--- src/rtl/pc_sequencer.sv ---
// pc_sequencer: fetch-address controller with a hardware return-address stack.
// Ports: CLK/RST_N, load_done/halt gating, jump/branch/call/ret requests in;
//   program_counter, state, stack_level, stack_err out (all registered).
module pc_sequencer #(
  parameter int ADDR_W      = 8,
  parameter int STACK_DEPTH = 4,
  localparam int LVL_W      = $clog2(STACK_DEPTH + 1)
) (
  input  logic              CLK,
  input  logic              RST_N,
  input  logic              load_done,
  input  logic              halt,
  input  logic              jump_en,
  input  logic [ADDR_W-1:0] jump_address,
  input  logic              branch_en,
  input  logic [ADDR_W-1:0] branch_offset,
  input  logic              call_en,
  input  logic              ret_en,
  output logic [ADDR_W-1:0] program_counter,
  output logic [1:0]        state,
  output logic [LVL_W-1:0]  stack_level,
  output logic              stack_err
);

  typedef enum logic [1:0] {
    S_IDLE   = 2'd0,
    S_RUN    = 2'd1,
    S_HALTED = 2'd2,
    S_END    = 2'd3
  } state_e;

  state_e            state_q;
  logic [ADDR_W-1:0] pc_q, pc_d, pc_inc, top;
  logic [LVL_W-1:0]  lvl_q, lvl_d;
  logic              err_q, err_d, push;
  logic              full, empty;
  logic [ADDR_W-1:0] stk_q [STACK_DEPTH];

  assign pc_inc = pc_q + ADDR_W'(1);
  assign full   = (lvl_q == LVL_W'(STACK_DEPTH));
  assign empty  = (lvl_q == '0);

  // Entry just below the current level is the top of stack.
  always_comb begin
    top = '0;
    for (int i = 0; i < STACK_DEPTH; i++)
      if (LVL_W'(i + 1) == lvl_q) top = stk_q[i];
  end

  // One action per RUN cycle: ret > call > jump > branch > increment.
  always_comb begin
    pc_d  = pc_inc;
    lvl_d = lvl_q;
    err_d = err_q;
    push  = 1'b0;
    if (ret_en) begin
      if (!empty) begin
        pc_d  = top;
        lvl_d = lvl_q - LVL_W'(1);
      end else begin
        err_d = 1'b1;
      end
    end else if (call_en) begin
      if (!full) begin
        push  = 1'b1;
        pc_d  = jump_address;
        lvl_d = lvl_q + LVL_W'(1);
      end else begin
        err_d = 1'b1;
      end
    end else if (jump_en) begin
      pc_d = jump_address;
    end else if (branch_en) begin
      pc_d = pc_q + branch_offset;
    end
  end

  always_ff @(posedge CLK or negedge RST_N) begin
    if (!RST_N) begin
      state_q <= S_IDLE;
      pc_q    <= '0;
      lvl_q   <= '0;
      err_q   <= 1'b0;
      for (int i = 0; i < STACK_DEPTH; i++) stk_q[i] <= '0;
    end else begin
      unique case (state_q)
        S_IDLE: begin
          if (load_done) state_q <= S_RUN;
        end
        S_RUN: begin
          if (!load_done) begin
            state_q <= S_IDLE;
          end else if (halt) begin
            state_q <= S_HALTED;
          end else begin
            pc_q  <= pc_d;
            lvl_q <= lvl_d;
            err_q <= err_d;
            if (push)
              for (int i = 0; i < STACK_DEPTH; i++)
                if (LVL_W'(i) == lvl_q) stk_q[i] <= pc_inc;
            if (&pc_d) state_q <= S_END;
          end
        end
        S_HALTED: begin
          if (!load_done)  state_q <= S_IDLE;
          else if (!halt)  state_q <= S_RUN;
        end
        S_END: begin
          state_q <= S_END;
        end
      endcase
    end
  end

  assign program_counter = pc_q;
  assign state           = state_q;
  assign stack_level     = lvl_q;
  assign stack_err       = err_q;

endmodule
--- config.mk ---
export PLATFORM = sky130hd
export DESIGN_NAME = pc_sequencer
export DESIGN_NICKNAME = d
export VERILOG_FILES = /design/src/rtl/pc_sequencer.sv
export SDC_FILE = /design/constraint.sdc
export NUM_CORES = 1
export LEC_CHECK = 0
export ABC_AREA = 1
export BUFFER_PORTS_ARGS = -buffer_cell sky130_fd_sc_hd__buf_2
export CORE_MARGIN = 1
export CORE_UTILIZATION = 48
export DETAILED_ROUTE_END_ITERATION = 12
export PLACE_DENSITY = 0.68
export SLEW_MARGIN = 5
export SYNTH_ARGS = -nofsm -noshare
export SYNTH_HDL_FRONTEND = slang
export SYNTH_SLANG_ARGS = --single-unit
--- constraint.sdc ---
create_clock -name CLK -period 2.8 [get_ports CLK]
set_clock_uncertainty 0.05 [all_clocks]
set_input_delay 0.28 -clock CLK [delete_from_list [all_inputs] [get_ports CLK]]
set_output_delay 0.28 -clock CLK [all_outputs]
set_load 0.1 [all_outputs]
==> results of run 1 <==
==> worst reg2reg max path, stage by stage, from the launching register on <==
cell and delay, ns:
dfrtp_1 0.55, inv_2 0.13, ha_1 0.26, inv_1 0.40, nor2_1 0.09, nor2_1 0.11, nand2_1 0.07, nand2_1 0.07
nand2_1 0.06, inv_1 0.05, nand2_1 0.05, nor2_1 0.11, nand3_1 0.07, o21bai_1 0.18, nand4_1 0.11, nand2_1 0.07
==> routing by layer <==
layer	global-route usage [%]	wire [um]	vias up
li1	-	-	1648
met1	39.6	4250	1484
met2	36.4	3630	110
met3	5.01	594	9
met4	3.54	65	0
met5	0	0	-
==> final timing paths <==
check / endpoint / slack, ns / cells past startpoint
setup reg to reg: state[1] / 0.32 / 15
setup / recovery: state[1] / 0.32 / 15
min in group CLK: state[1] / 0.21 / 3
hold reg to reg: stack_err / 0.43 / 1
hold / removal: stk_q[21] / 0.09 / 1
max in group asynchronous: program_counter[2] / 1.95 / 1
==> registers in the layout, indices dropped and copies added (netlist names) <==
name,cells
stk_q,32
program_counter,8
stack_level,3
stack_err,1
state,2
==> repair_timing <==
action / 4_1_cts / 5_1_grt
hold buffers: 0 / 0
hold endpoints to repair: 0 / 0
resized for setup: 0 / 2
endpoints found under the setup margin: 0 / 1
buffers inserted: 0 / 2
==> report_power, final <==
group / internal, uW / switching [uW] / leakage, uW
Clock: 381 / 240 / 0.0000714
Sequential: 808 / 155 / 0.000605
Combinational: 545 / 1670 / 0.00128
==> area by class of cell <==
cell class | instances | share of cell area (%)
Clock inverter | 2 | 1.65
Tap cell | 77 | 2.64
Timing Repair Buffer | 40 | 5.70
Sequential cell | 46 | 31.6
Clock buffer | 6 | 2.27
Multi-Input combinational cell | 376 | 49.5
Inverter | 64 | 6.70
==> cell families (layout without fill, tap and decap cells) <==
logic type / Yosys count / after routing
AOI/OAI and AO/OA: 82 / 82
buffers and inverters: 77 / 112
and+or+nand+nor: 276 / 276
xor gates and xnor gates: 3 / 3
DFF: 46 / 46
adders and majority gates: 15 / 15
==> placed cells by master (no fill, tap or decap), types with 2 or more instances in the layout <==
master	netlist	layout
a21oi_1	17	17
a22oi_1	2	2
buf_2	8	37
buf_4	2	3
bufinv_16	0	2
clkbuf_8	0	6
dfrtp_1	46	46
ha_1	14	13
inv_1	56	55
inv_2	7	7
nand2_1	179	179
nand2_2	2	2
nand3_1	44	44
nand4_1	2	2
nor2_1	42	42
nor2_2	2	2
nor2_4	3	3
o21a_1	3	3
o21ai_0	44	44
o21ai_1	10	10
xor2_1	3	3
==> stage by stage <==
step           util [%]  area [um^2]  power [uW]
3_3_place_gp       53.9         3480        3120
5_1_grt            56.4         3640        4070
2_1_floorplan         -         3270        2700
6_report           56.4         3640        3800
4_1_cts            56.1         3620        3770
3_5_place_dp       53.9         3480        3140
==> results.py, run 1 <==
metrics = {
    "synth": {
        "synth_edf_count": 0,
        "syn_nets": 538,
        "yosysTopAreaCellShare_pct": 35.2,
        "synth_warnings": 0,
        "yosysSeqAreaShare_pct": 35.2,
        "ys_ff_latch": 46,
        "synthCells": 499,
        "yosysMostFrequentCell": "nand2_1",
        "synth_simple_gate_area_share_pct": 34.7,
        "avgSynthCellArea_um2": 6.56,
        "ys_types": 31,
        "yosys_most_used_dff": "dfrtp_1",
        "async_reset_ff_share_pct": 100,
        "netlist_top_cells_area": "dfrtp_1 35%, nand2_1 21%, nand3_1 6.7%, o21ai_0 6.7%, inv_1 6.4%",
        "synth_top_family_by_area": "simple AND/OR/NAND/NOR gates",
        "synthXorXnorAreaFrac_pct": 0.803,
        "synth-compound-area-share_pct": 13.5,
        "synth_area_leader_cell": "dfrtp_1",
        "synth_area_um2": 3270,
        "synthMuxAreaShare_pct": 0,
        "yosys.area_share.adder_pct": 5.97,
        "synth_common_cells": "179 x nand2_1, 56 x inv_1, 46 x dfrtp_1",
    },
    "clock_tree": {
        "cts_made_buffers": 5,
        "cts_root_buf": "clkbuf_8",
        "cts_num_sinks": 46,
        "clock_latency_ns": 0.31,
        "ctsHtreeMaxLevel": 2,
        "cts.path.max_buffers": 2,
        "cts_tree": "yes",
        "clkTransAtPathRegs_ns": 0.09,
    },
    "setup_path": {
        "regToRegStartpoint": "stack_level[2]",
        "path_buf_inv": 3,
        "path_class": "reg2reg",
        "crit_top_cell": "nand2_1",
        "start_kind": "flip-flop",
        "required_ns": 3.00,
        "cp_max_fo": 15,
        "crit_family": "simple AND/OR/NAND/NOR gates",
        "startpoint": "stack_level[2]",
        "cpMaxStageDelayCell": "dfrtp_1",
        "worstPathArrival_ns": 2.68,
        "endpoint_kind": "flip-flop",
        "crit_path_cell_trace": "inv_2, ha_1, inv_1, nor2_1, nor2_1, nand2_1, nand2_1, nand2_1, inv_1, nand2_1, nor2_1, nand3_1, o21bai_1, nand4_1, nand2_1",
        "max_stage_delay_ns": 0.55,
    },
    "routing": {
        "vias": 3251,
        "drtIter0Drc": 405,
        "drc": 6,
        "vias_per_cell": 5.32,
        "first_pass_iters": 9,
        "wl_per_cell_um": 14.0,
        "drt-total-wl_um": 8540,
        "postRouteAntennaNets": 0,
    },
    "placement": {
        "routabilityCongestion": 0.882,
        "dp_hpwl_um": 6480,
        "portBuffers": 37,
        "dp.cells": 601,
        "pre_cts_ws_ns": 0.200,
    },
    "power_and_ir_drop": {
        "p_per_area_nw_per_um2": 1040,
        "power.leakage_uw": 0.00196,
        "vdd_drop_max_v": 0.000844,
    },
    "timing": {
        "worst_slew_pin_slew_ns": 1.05,
        "holdWs_ns": 0.0895,
        "slew_headroom_pct": 30.1,
        "drv_slew": 0,
        "setup_viol": 0,
        "fin_tns_setup_ns": 0,
        "grt_setup_unrepaired": "false",
        "finalHoldViolCount": 0,
        "min_period_ns": 2.48,
        "post-route-period-util_pct": 88.6,
        "setup_ws_ns": 0.320,
        "fmax_mhz": 403,
    },
    "floorplanning": {
        "fp.dieW_um": 84.6,
        "core_area_um2": 6460,
        "rows": 29,
        "io_pins": 38,
        "start_util_pct": 50.7,
        "die_h_um": 84.6,
        "dieArea_um2": 7150,
    },
    "layout": {
        "final_nets": 572,
        "multi_input_area_um2": 1800,
        "synthToLayoutAreaGrowth_pct": 11.4,
        "layout-drive-gt1-share_pct": 12.5,
        "fillers": 638,
        "regArea_um2": 1150,
        "diodes": 0,
        "stdcell_count": 611,
    },
    "run": {
        "drv_cap": 0,
    },
    "grt": {
        "grt_max_degree": 47,
        "grt_pass1_wl_um": 14200,
        "grt_pass1_vias": 2865,
        "antenna_found_initial": 0,
        "grt_overflow": 0,
        "track_usage_pct": 25.2,
    },
    "run_status": {
        "outcome": "finished with violations",
        "violations": "DRC",
    },
    "hold_path": {
        "holdCritPathClass": "in2async",
    },
}
Power figures use the tool's default switching activity.
==> run 2: changes to the inputs <==
--- a/config.mk
+++ b/config.mk
@@ -7,7 +7,7 @@
 export LEC_CHECK = 0
 export ABC_AREA = 1
 export BUFFER_PORTS_ARGS = -buffer_cell sky130_fd_sc_hd__buf_2
-export CORE_MARGIN = 1
+export CORE_MARGIN = 2
 export CORE_UTILIZATION = 48
 export DETAILED_ROUTE_END_ITERATION = 12
 export PLACE_DENSITY = 0.68
==> results.py, run 2 (same netlist as run 1, synthesis figures left out) <==
metrics = {
    "run_status": {
        "outcome": "finished clean",
    },
    "timing": {
        "fin_tns_setup_ns": 0,
        "slew_headroom_pct": 31.5,
        "finalHoldViolCount": 0,
        "post-route-period-util_pct": 86.5,
        "min_period_ns": 2.42,
        "fmax_mhz": 413,
        "grt_setup_unrepaired": "false",
        "drv_slew": 0,
        "worst_slew_pin_slew_ns": 1.03,
        "setup_viol": 0,
    },
    "hold_path": {
        "holdCritPathClass": "in2async",
    },
    "clock_tree": {
        "post_cts_resized": 0,
        "clock_latency_ns": 0.30,
        "postCtsSetupBuffers": 0,
        "holdBufCountCts": 0,
        "ctsHtreeMaxLevel": 2,
        "cts_num_sinks": 46,
        "cts_tree": "yes",
        "cts_made_buffers": 5,
        "clkTransAtPathRegs_ns": 0.10,
        "cts.path.max_buffers": 2,
        "cts_root_buf": "clkbuf_8",
    },
    "layout": {
        "synthToLayoutAreaGrowth_pct": 10.1,
        "layout_commonest_cell": "nand2_1",
        "final_nets": 571,
        "layout_common_cells": "179 x nand2_1, 56 x inv_1, 46 x dfrtp_1, 44 x nand3_1, 44 x o21ai_0",
        "diodes": 0,
        "layout-drive-gt1-share_pct": 12.0,
        "top_register": "stk_q",
        "largest_reg_flops": 32,
    },
    "setup_path": {
        "max_stage_delay_ns": 0.44,
        "endpoint_kind": "flip-flop",
        "start_kind": "flip-flop",
        "crit_path_cell_trace": "inv_1, ha_1, nand2_2, inv_1, nand3_1, nor2_1, nor2_1, nand2_1, a21oi_1, nor2_1, nand3_1, o21bai_1, nand4_1, nand2_1",
        "worstPathArrival_ns": 2.61,
        "cpMaxStageDelayCell": "dfrtp_1",
        "cp_max_fo": 11,
        "path_class": "reg2reg",
        "required_ns": 2.99,
        "crit_family": "simple AND/OR/NAND/NOR gates",
        "path_buf_inv": 2,
        "crit_top_cell": "nor2_1",
    },
    "placement": {
        "dp_hpwl_um": 6560,
        "routabilityCongestion": 0.913,
        "portBuffers": 37,
    },
    "grt": {
        "antenna_found_initial": 0,
        "grt_pass1_wl_um": 13900,
        "grt_overflow": 0,
        "grt_pass1_vias": 2914,
        "grt_max_degree": 47,
        "track_usage_pct": 23.5,
    },
    "floorplanning": {
        "rows": 30,
        "start_util_pct": 49.0,
        "dieArea_um2": 7490,
        "fp.dieW_um": 86.6,
        "die_h_um": 86.6,
        "io_pins": 38,
        "core_area_um2": 6680,
    },
    "run": {
        "drv_cap": 0,
    },
    "routing": {
        "first_pass_iters": 5,
        "wl_per_cell_um": 13.9,
        "vias": 3193,
        "drt-total-wl_um": 8500,
        "drtIter0Drc": 249,
        "postRouteAntennaNets": 0,
        "drc": 0,
        "vias_per_cell": 5.21,
    },
    "power_and_ir_drop": {
        "p_per_area_nw_per_um2": 1020,
        "switching_share_pct": 56.4,
        "intPower_uw": 1610,
        "power_uw": 3690,
        "p_sw_uw": 2080,
        "power.leakage_uw": 0.00195,
        "p_clk_share_pct": 13.9,
        "vdd_drop_max_v": 0.000391,
        "power.sequential.fraction_pct": 26.0,
        "combPwrFrac_pct": 60.0,
    },
}
[run 2: cell count changes in the layout (fill, tap and decap cells not counted), sizes merged]
cell and delta:
bufinv -1, clkbuf -1, inv +2, clkinv +1, clkinvlp -1, buf -1
[run 2: path summary, 6_finish.rpt]
path	startpoint	end	slack [ns]	depth (start not counted)
setup / recovery	stack_level[0]	state[1]	0.38	14
hold / removal	RST_N	program_counter[2]	0.09	1
setup reg to reg	stack_level[0]	state[1]	0.38	14
min in group CLK	halt	state[1]	0.22	3
hold reg to reg	stk_q[19]	stk_q[19]	0.44	2
max in group asynchronous	RST_N	stk_q[13]	1.96	1
[run 2: layer usage]
metal  GRT usage, %  part of all wire, %  vias up
met5              0                    0        -
met4           5.82                  1.0        0
met3           2.76                  3.8        8
met2           42.0                   50       72
met1           30.3                   45     1465
li1               -                    -     1648
[run 2: worst register-to-register path, stage by stage (launching register included)]
cell,delay [ns]
dfrtp_1,0.44
inv_1,0.12
ha_1,0.40
nand2_2,0.10
inv_1,0.27
nand3_1,0.16
nor2_1,0.12
nor2_1,0.05
nand2_1,0.06
a21oi_1,0.05
nor2_1,0.12
nand3_1,0.08
o21bai_1,0.19
nand4_1,0.10
nand2_1,0.07
[run 2: per-stage QoR]
step | instances | worst slack [ns] | hold WS [ns] | util [%] | instance area, um^2
after floorplan | 499 | 0.0900 | -0.0656 | - | 3270
after global placement | 605 | 0.423 | 0.420 | 52.2 | 3490
after detailed placement | 605 | 0.390 | 0.425 | 52.2 | 3490
after CTS | 613 | 0.363 | 0.145 | 53.9 | 3600
after global routing | 613 | 0.0689 | 0.180 | 53.9 | 3600
final | 613 | 0.377 | 0.0943 | 53.9 | 3600
[run 2: cell type report]
cell class / count / area (um^2)
clock buffer: 5 / 68.8
multi-input combinational: 376 / 1800
inverter: 64 / 240
timing repair buffer: 39 / 200
fill: 704 / 3080
clock inverter: 3 / 43.8
tap: 80 / 100
sequential: 46 / 1150
[run 2: power by group through the flow]
stage / combinational, uW / sequential, uW / clock [uW]
6_report: 2220 / 960 / 515
5_1_grt: 2420 / 982 / 553
4_1_cts: 2210 / 960 / 528
3_5_place_dp: 2200 / 973 / 0
3_3_place_gp: 2170 / 965 / 0
2_1_floorplan: 1080 / 1620 / 0
